[src/rtl/serial_arith_pkg.sv]
// Shared types and constants for the bit-serial arithmetic blocks.
package serial_arith_pkg;

    typedef enum logic [1:0] {
        IDLE = 2'd0,
        RUN  = 2'd1,
        DONE = 2'd2
    } state_t;

    localparam logic OP_ADD = 1'b0;
    localparam logic OP_SUB = 1'b1;

endpackage

[src/rtl/full_adder_df.sv]
// Dataflow 1-bit full adder cell; the only arithmetic element of the serial engine.
module full_adder_df (
    input  logic a,
    input  logic b,
    input  logic cin,
    output logic sum,
    output logic cout
);

    assign sum  = a ^ b ^ cin;
    assign cout = (a & b) | (cin & (a ^ b));

endmodule

[src/rtl/serial_adder_ctrl.sv]
// Bit-serial add/subtract controller: feeds operands LSB-first through one full adder,
// one bit per clock, and returns sum/cout/ovf over a valid/ready handshake.
module serial_adder_ctrl
    import serial_arith_pkg::*;
#(
    parameter int unsigned WIDTH = 8
) (
    input  logic             clk,
    input  logic             rst_n,
    input  logic             in_valid,
    output logic             in_ready,
    input  logic [WIDTH-1:0] a,
    input  logic [WIDTH-1:0] b,
    input  logic             cin,
    input  logic             op_sub,
    output logic             out_valid,
    input  logic             out_ready,
    output logic [WIDTH-1:0] sum,
    output logic             cout,
    output logic             ovf,
    output logic             busy
);

    localparam int unsigned CW = (WIDTH > 1) ? $clog2(WIDTH) : 1;
    localparam logic [CW-1:0] LAST = CW'(WIDTH - 1);

    state_t           state;
    logic [WIDTH-1:0] a_sh;
    logic [WIDTH-1:0] b_sh;
    logic [WIDTH-1:0] res;
    logic [CW-1:0]    cnt;
    logic             carry;
    logic             ovf_pre;
    logic             fa_sum;
    logic             fa_cout;

    full_adder_df u_fa (
        .a    (a_sh[0]),
        .b    (b_sh[0]),
        .cin  (carry),
        .sum  (fa_sum),
        .cout (fa_cout)
    );

    always_ff @(posedge clk or negedge rst_n) begin
        if (!rst_n) begin
            state   <= IDLE;
            a_sh    <= '0;
            b_sh    <= '0;
            res     <= '0;
            cnt     <= '0;
            carry   <= 1'b0;
            ovf_pre <= 1'b0;
        end else begin
            case (state)
                IDLE: begin
                    if (in_valid) begin
                        a_sh    <= a;
                        // Subtract is A + ~B + 1, so cin is ignored in that mode.
                        b_sh    <= (op_sub == OP_SUB) ? ~b : b;
                        carry   <= (op_sub == OP_SUB) ? 1'b1 : cin;
                        res     <= '0;
                        cnt     <= '0;
                        ovf_pre <= 1'b0;
                        state   <= RUN;
                    end
                end
                RUN: begin
                    a_sh  <= a_sh >> 1;
                    b_sh  <= b_sh >> 1;
                    res   <= {fa_sum, res[WIDTH-1:1]};
                    carry <= fa_cout;
                    cnt   <= cnt + CW'(1);
                    if (cnt == LAST) begin
                        // Carry entering the MSB, needed for signed overflow.
                        ovf_pre <= carry;
                        state   <= DONE;
                    end
                end
                DONE: begin
                    if (out_ready) begin
                        state <= IDLE;
                    end
                end
                default: state <= IDLE;
            endcase
        end
    end

    assign in_ready  = (state == IDLE);
    assign out_valid = (state == DONE);
    assign busy      = (state == RUN) || (state == DONE);
    assign sum       = res;
    assign cout      = carry;
    assign ovf       = ovf_pre ^ carry;

endmodule

[config.mk]
export PLATFORM = sky130hd
export DESIGN_NAME = serial_adder_ctrl
export DESIGN_NICKNAME = d
export VERILOG_FILES = /design/src/rtl/serial_arith_pkg.sv /design/src/rtl/full_adder_df.sv /design/src/rtl/serial_adder_ctrl.sv
export SDC_FILE = /design/constraint.sdc
export NUM_CORES = 1
export LEC_CHECK = 0
export BUFFER_PORTS_ARGS = -buffer_cell sky130_fd_sc_hd__buf_2
export CORE_MARGIN = 2
export CORE_UTILIZATION = 48
export CTS_CLUSTER_SIZE = 8
export DETAILED_ROUTE_END_ITERATION = 10
export GPL_ROUTABILITY_DRIVEN = 0
export PLACE_DENSITY = 0.75
export SKIP_CTS_REPAIR_TIMING = 1
export SLEW_MARGIN = 30
export SYNTH_ARGS = -nofsm -noshare
export SYNTH_HDL_FRONTEND = slang
export SYNTH_SLANG_ARGS = --single-unit
[constraint.sdc]
create_clock -name clk -period 1.7 [get_ports clk]
set_clock_uncertainty 0.2 [all_clocks]
set_input_delay 0 -clock clk [delete_from_list [all_inputs] [get_ports clk]]
set_output_delay 0 -clock clk [all_outputs]
set_load 0.02 [all_outputs]
* Yosys cells after proc, flatten, opt, wreduce, memory -nomap -nowiden
Index checks and enable logic that the tools add are counted.
Operators by class: multiply operators 0, reductions and logical operators 6, divide/modulo/power cells 0, add/subtract/negate cells 1, equal/unequal tests 6, $lt $le $gt $ge 0, bitwise gates (word level) 7, mux-type cells 19, shifts and indexed selects 0
Operators by type and width (number):
- $pmux W8 S2 | 3
- $mux W8 | 4
- $not A8 Y8 | 1
- $mux W2 | 3
- $pmux W2 S3 | 1
- $pmux W3 S2 | 1
- $reduce_and A3 Y1 | 2
- $mux W1 | 4
- $ne A2 B2 Y1 const B | 2
- $pmux W1 S2 | 2
- $add A3 B1 Y3 const B | 1
- $eq A3 B3 Y1 const B | 1
- $mux W3 | 1
- $xor A1 B1 Y1 | 3
- $and A1 B1 Y1 | 2
- $eq A2 B1 Y1 const B | 1
- $eq A2 B2 Y1 const B | 1
- $logic_not A2 Y1 | 1
- $ne A2 B1 Y1 const B | 1
- $reduce_and A2 Y1 | 1
- $reduce_bool A2 Y1 | 1
- $logic_or A1 B1 Y1 | 1
- $or A1 B1 Y1 | 1
Storage, ports and cells: register bits 31, bits in writable memories 0, output and inout bits 13, memory bits (read-only) 0, logic and storage cells 46, bits in latches 0, memories 0

* Depth between registers and ports, before layout
Gate-level depths: netlist (run 1).
depth after elaboration 4, depth in mapped cells 7, gate-level depth less buffers 5

* Modules after synthesis
Synthesis (run 1) repeated with hierarchy kept, for this count alone.
Unflattened totals: cells, all modules 135, area total of the unflattened synthesis 1502.7 um^2
Modules (own cells, without submodules):
- serial_adder_ctrl | cells an instance 134, area an instance 1482.7 um^2, seq. area each 775.7 um^2, times used 1
- full_adder_df | cells an instance 1, area an instance 20.0 um^2, seq. area each 0.0 um^2, times used 1

* Worst setup path before layout (run 1)
Ideal clock, no wire load.
path type register -> register, start register state[0], end register a_sh[0], required time 1373 ps, period minus slack after synthesis 1857 ps, data arrival time 1529 ps, cell stages (with the launch flop) 6, slack -157 ps, path through dfrtp_1 > inv_1 > ha_1 > mux2i_4 > clkbuf_2 > o21ai_0
Between the ends: word-level cells in the longest chain between the ends 3
Ends and longest elaborated chain:
- from (decl) | line serial_adder_ctrl.sv:27 | state_t state;
- from (signal assigned) | line serial_adder_ctrl.sv:47 | state <= IDLE;
- from (signal assigned) | line serial_adder_ctrl.sv:65 | state <= RUN;
- from (signal assigned) | line serial_adder_ctrl.sv:77 | state <= DONE;
- $logic_not A2 Y1 (*)
- via in_ready | line serial_adder_ctrl.sv:11 | output logic in_ready,
- $ne A2 B2 Y1 (no source line) / $reduce_bool A2 Y1 (equally long branches)
- $reduce_and A2 Y1 (no source line)
- to (signal assigned) | line serial_adder_ctrl.sv:69 | a_sh <= a_sh >> 1;
- to (decl) | line serial_adder_ctrl.sv:28 | logic [WIDTH-1:0] a_sh;
Mark *: on every way through the listed nets, which the timed path passes. The rest lies on a longest branch. A chain may end at the register's enable or synchronous reset.

* Final worst setup path (run 1)
start register state[1], end register b_sh[1]
Between the ends: word-level cells in the longest chain between the ends 3
Ends and longest elaborated chain:
- $eq A2 B1 Y1 / $logic_not A2 Y1 (equally long branches) | line serial_adder_ctrl.sv:55 | case (state)
- $reduce_bool A2 Y1 (no source line) / $ne A2 B2 Y1 (equally long branches)
- $reduce_and A2 Y1 (no source line)
- to (signal assigned) | line serial_adder_ctrl.sv:60 | b_sh <= (op_sub == OP_SUB) ? ~b : b;
- to (signal assigned) | line serial_adder_ctrl.sv:70 | b_sh <= b_sh >> 1;
- to (decl) | line serial_adder_ctrl.sv:29 | logic [WIDTH-1:0] b_sh;
Several ways; a longest one is shown, not always the timed one.

==> results of run 1 <==
cells in the mapped netlist, types with 2 or more instances:
master    number
dfrtp_1       31
xor2_1         8
inv_1          7
o21ai_0       18
buf_4          2
ha_1           5
a31oi_1        4
nand2_1       22
nand2b_1       3
a22o_1        10
mux2i_1       14
buf_6          3
final timing paths:
kind                           from       to  slack, ps  cells past startpoint
max                        state[1]  b_sh[1]        -10                      7
max in group asynchronous     rst_n  a_sh[6]        830                      2
min in group asynchronous     rst_n  b_sh[5]         30                      2
min reg2reg                 a_sh[6]  a_sh[6]        280                      2
max reg2reg                state[1]  b_sh[1]        -10                      7
min                        in_valid  ovf_pre        -20                      4
cell families (layout without fill, tap and decap cells):
kind of cell / Yosys count / in the layout / share of synthesized area
and+or+nand+nor: 28 / 28 / 0.0789
buffers and inverters: 15 / 83 / 0.0577
DFF: 31 / 31 / 0.504
xor gates and xnor gates: 9 / 9 / 0.0512
adders and majority gates: 6 / 6 / 0.0537
muxes: 15 / 15 / 0.106
AOI/OAI and AO/OA: 35 / 35 / 0.149
power by group through the flow:
| stage | registers, W | logic [W] | clock network (W) |
|---|---|---|---|
| 4_1_cts | 0.00129 | 0.00161 | 0.000616 |
| 2_1_floorplan | 0.00134 | 0.00120 | 0 |
| 3_3_place_gp | 0.00127 | 0.00154 | 0 |
| 5_1_grt | 0.00133 | 0.00248 | 0.000647 |
| 6_report | 0.00130 | 0.00227 | 0.000612 |
| 3_5_place_dp | 0.00130 | 0.00160 | 0 |
worst register-to-register path, cell delays in order, from the launching register on:
cell       delay, ps
dfrtp_1          420
inv_2            110
ha_4             180
mux2i_4          250
buf_12           160
clkbuf_16        150
nand2_1           50
o21ai_0          100
sequential cells by signal, indices dropped and copies added (netlist names):
signal and count:
a_sh 8, b_sh 8, cnt 3, cout 1, ovf_pre 1, state 2, sum 8
stage by stage:
| step | setup WS [ps] | setup TNS (ps) |
|---|---|---|
| finish | -9.89 | -9.89 |
| global route | -76.8 | -266 |
| CTS | -23.9 | -81.7 |
| detailed placement | 1.73 | 0 |
| global placement | 100 | 0 |
| floorplan | 19.9 | 0 |
final cells by class:
class | count | area [um^2]
timing repair buffer | 67 | 566
inverter | 8 | 30.0
sequential | 31 | 776
clock buffer | 6 | 51.3
multi-input combinational | 93 | 739
fill | 221 | 801
tap | 44 | 55.1
clock inverter | 2 | 35.0
layer usage:
layer,vias up,track usage
li1,618,-
met1,656,0.217
met2,36,0.289
met3,7,0.0554
met4,0,0.109
met5,-,0
==> summary.md, run 1 <==
| Metric | Value |
|---|---|
| Num CTS Buffers | `5` |
| Total Wirelength | `3750 um` |
| Hold Fails Final Rpt | `1` |
| Fin crit share | `1.01` |
| Leak | `1.11 nW` |
| Detail Placement HPWL | `2000 um` |
| Area contributors post-synth | `dfrtp_1 (50%), mux2i_1 (9.1%), o21ai_0 (5.9%)` |
| Pint | `0.00252 W` |
| Number of flops mapped to enable cells by yosys | `0` |
| Worst path cell trace | `inv_2 > ha_4 > mux2i_4 > buf_12 > clkbuf_16 > nand2_1 > o21ai_0` |
| M1 WL | `1500 um` |
| Initial antenna violation count | `0` |
| Met3 WL | `163 um` |
| CTS tree | `built` |
| Detailed Route Iter0 Violations | `42` |
| Top Layer Used | `met4` |
| Share of cells above drive strength 1 | `0.348` |
| Vias | `1317` |
| Peak VDD IR | `951 uV` |
| Psw | `0.00166 W` |
| Synth area leader | `dfrtp_1` |
| Max_cap viols | `0` |
| Rows | `20` |
| Crit path buffers/inverters | `3` |
| Largest stage delay, worst path | `420 ps` |
| Status | `finished, violations left` |
| Cell family with most CP delay | `buffers and inverters` |
| Synth async-reset ratio | `1.00` |
| Failing checks | `hold timing, setup timing` |
| PortBufs | `34` |
| Finished Layout Cells | `251` |
| PD cells | `1860 nW/um^2` |
| Clock transition at the registers of the reported paths | `110 ps` |
| Root Driver | `clkbuf_4` |
| Total Power | `0.00418 W` |
| Max clock buf depth | `2` |
| Synth top area share | `0.504` |
| Sequential share of power | `0.311` |
| Die Ht | `60.6 um` |
| Max Freq | `585 MHz` |
| Core area | `3050 um^2` |
| Chip width | `60.6 um` |
| WP data required | `1750 ps` |
| Utilization after layout | `0.738` |
| Hold WS | `-24.9 ps` |
| Slew Viols, Final | `0` |
| ANT nets after route | `0` |
| IO Count | `35` |
| Die Area | `3680 um^2` |
| Grt total ovfl | `0` |
| Synth-to-Final Area Change | `46.3%` |
| CP endpoint kind | `flip-flop` |
| Clk Latency, worst-skew pair | `340 ps` |
| Comb pwr share | `0.542` |
| Seq/Total Area, Yosys | `0.504` |
| # DRC | `0` |
| Placed Area | `1750 um^2` |
| Worst min path class | `primary input to flip-flop` |
| RSZ-0062 raised after global routing | `yes` |
| CP max stage cell | `dfrtp_1` |
| First-pass DRT Iterations | `4` |
| Vias in the first global route | `1059` |
| Synth Cell Area | `1540 um^2` |
| Total global-route track usage | `0.182` |
| CP arrival | `1760 ps` |
| Design area | `2250 um^2` |
| Setup CP Type | `flip-flop to flip-flop` |
| Final Critical Period | `1710 ps` |
| Most frequent cells in the layout | `buf_2 (34), dfrtp_1 (31), dlygate4sd3_1 (22)` |
| Worst-path fanout max | `7` |
| Starting Density | `0.504` |
| YS warnings | `0` |
| Ant. Diodes | `0` |
| Final setup margin | `-9.89 ps` |
| Clk pwr share | `0.147` |
| Worst setup SP type | `flip-flop` |
| Synth Register Bits | `31` |
| Placed cell count | `213` |
| Mapped Avg Cell Area | `11.1 um^2` |
| Most common cell after layout, fill and taps aside | `buf_2` |
| Worst Max-Slew Pin Slew | `679 ps` |
| Global-route wire length before repair | `4760 um` |
| H-tree depth | `2` |
| Vias per inst | `5.25` |
| Endpoints failing setup | `1` |
| Yosys cell types | `24` |
| Syn nets | `167` |
| Met2 Wirelength | `2010 um` |
| CTS sink count | `31` |
| Main synth FF type | `dfrtp_1` |
| Routed WL per cell | `14.9 um` |
| Syn Inst Count | `139` |
| Max_slew headroom | `0.547` |
| Switching share of power | `0.397` |
| Largest net degree at the start of global routing | `47` |
| Nets | `234` |
Note: power is estimated with default switching activity, not from simulation.
==> run 2, diff against run 1 <==
Settings changed: CORE_UTILIZATION 48 to 50, CTS_BUF_LIST from default to sky130_fd_sc_hd__clkbuf_4, PLACE_DENSITY 0.75 to 0.78.
==> summary.md, run 2 (synthesized netlist as in run 1, its figures left out) <==
| Metric | Value |
|---|---|
| # DRC | `0` |
| Failing checks | `hold timing` |
| Routed WL per cell | `14.1 um` |
| H-tree depth | `2` |
| Setup CP Type | `flip-flop to flip-flop` |
| Setup crit end | `sum[3]` |
| Synth-to-Final Area Change | `35.7%` |
| Worst-path fanout max | `6` |
| Filler Cell Count | `219` |
| CTS tree | `built` |
| Clk Latency, worst-skew pair | `330 ps` |
| First-pass DRT Iterations | `4` |
| Worst min path class | `primary input to flip-flop` |
| Hold Fails Final Rpt | `1` |
| Max Freq | `597 MHz` |
| Total Power | `0.00361 W` |
| Die Area | `3540 um^2` |
| Placed cell count | `203` |
| Root Driver | `clkbuf_4` |
| Status | `finished, violations left` |
| WP data required | `1720 ps` |
| R2R Setup Slk | `20 ps` |
| Global-route wire length before repair | `4830 um` |
| CP max stage cell | `dfrtp_1` |
| Fin crit share | `0.986` |
| Detail Placement HPWL | `2150 um` |
| Vias per inst | `5.17` |
| Max clock buf depth | `2` |
| Max_cap viols | `0` |
| R2r endpoint | `sum[3]` |
| Worst path cell trace | `inv_2 > ha_4 > mux2i_4 > buf_12 > buf_4 > a22o_1` |
| ANT nets after route | `0` |
| Vias | `1221` |
| Critical path origin | `state[0]` |
| Utilization after layout | `0.701` |
| Most frequent cells in the layout | `buf_2 (34), dfrtp_1 (31), nand2_1 (22)` |
| Hold WS | `-24.1 ps` |
| Slew Viols, Final | `0` |
| Core area | `2980 um^2` |
| Leak | `1.05 nW` |
| Grt total ovfl | `0` |
| Max_slew headroom | `0.541` |
| IO Count | `35` |
| Share of cells above drive strength 1 | `0.286` |
| Total Wirelength | `3340 um` |
| Endpoints failing setup | `0` |
| Ant. Diodes | `0` |
| Chip width | `59.5 um` |
| Rows | `20` |
| Starting Density | `0.517` |
| PortBufs | `34` |
| Worst Max-Slew Pin Slew | `688 ps` |
| CP endpoint kind | `flip-flop` |
| Clock transition at the registers of the reported paths | `90 ps` |
| CP arrival | `1700 ps` |
| Worst setup SP type | `flip-flop` |
| CTS sink count | `31` |
| Nets | `231` |
| Peak VDD IR | `940 uV` |
| Detailed Route Iter0 Violations | `25` |
| Vias in the first global route | `1107` |
| Cell depth of the worst flop-to-flop path | `6` |
| Total global-route track usage | `0.187` |
| Die Ht | `59.5 um` |
| Initial antenna violation count | `0` |
| Most common cell after layout, fill and taps aside | `buf_2` |
| Num CTS Buffers | `5` |
| Reg-to-reg startpoint | `state[0]` |
| Final Critical Period | `1680 ps` |
| Largest stage delay, worst path | `420 ps` |
| Finished Layout Cells | `236` |
| Largest net degree at the start of global routing | `35` |
| PD cells | `1730 nW/um^2` |
## run 2: layer usage
| metal | global-route usage | share of wire | vias up |
|---|---|---|---|
| met3 | 0.0699 | 0.044 | 5 |
| met2 | 0.301 | 0.50 | 30 |
| met4 | 0.0584 | 0.0099 | 0 |
| met5 | 0 | 0 | - |
| met1 | 0.232 | 0.45 | 583 |
| li1 | - | - | 603 |
## run 2: through the flow
step           TNS (ps)  instance area, um^2  setup slack (ps)
2_1_floorplan         0                 1550              19.9
3_3_place_gp          0                 1750              93.7
3_5_place_dp          0                 1750              6.34
4_1_cts           -79.0                 1790             -20.6
5_1_grt           -18.4                 2090             -7.24
6_report              0                 2090              24.2
## run 2: worst min path at each step
stage          startpoint  endpoint  slack [ps]  cells past startpoint
2_1_floorplan       rst_n   a_sh[0]        -500                      0
3_3_place_gp        rst_n  state[0]        -120                      1
3_5_place_dp        rst_n  state[0]        -120                      1
4_1_cts             rst_n   a_sh[4]        -490                      1
5_1_grt            op_sub      cout          20                      3
6_report           op_sub      cout         -20                      3
## run 2: final cells by class
class                   count  area (um^2)  share of cell area
clock inverters             2         8.76             0.00419
multi-input cells          93          697               0.334
well taps                  33         41.3              0.0198
repair buffers             64          498               0.238
clock buffers               5         37.5              0.0180
flip-flops and latches     31          776               0.371
inverters                   8         30.0              0.0144
## run 2: worst max-delay path, delay by kind of cell (launching register included)
family	cells	cell delay (ps)
buffers and inverters	3	360
flip-flops	1	420
multiplexers	1	190
AO/OA/AOI/OAI	1	220
adder cells (fa/ha/maj)	1	180
## run 2: where the power goes
part | internal, W | total (W) | switching [W]
logic | 0.000923 | 0.00194 | 0.00101
registers | 0.00106 | 0.00129 | 0.000222
clock network | 0.000146 | 0.000388 | 0.000242
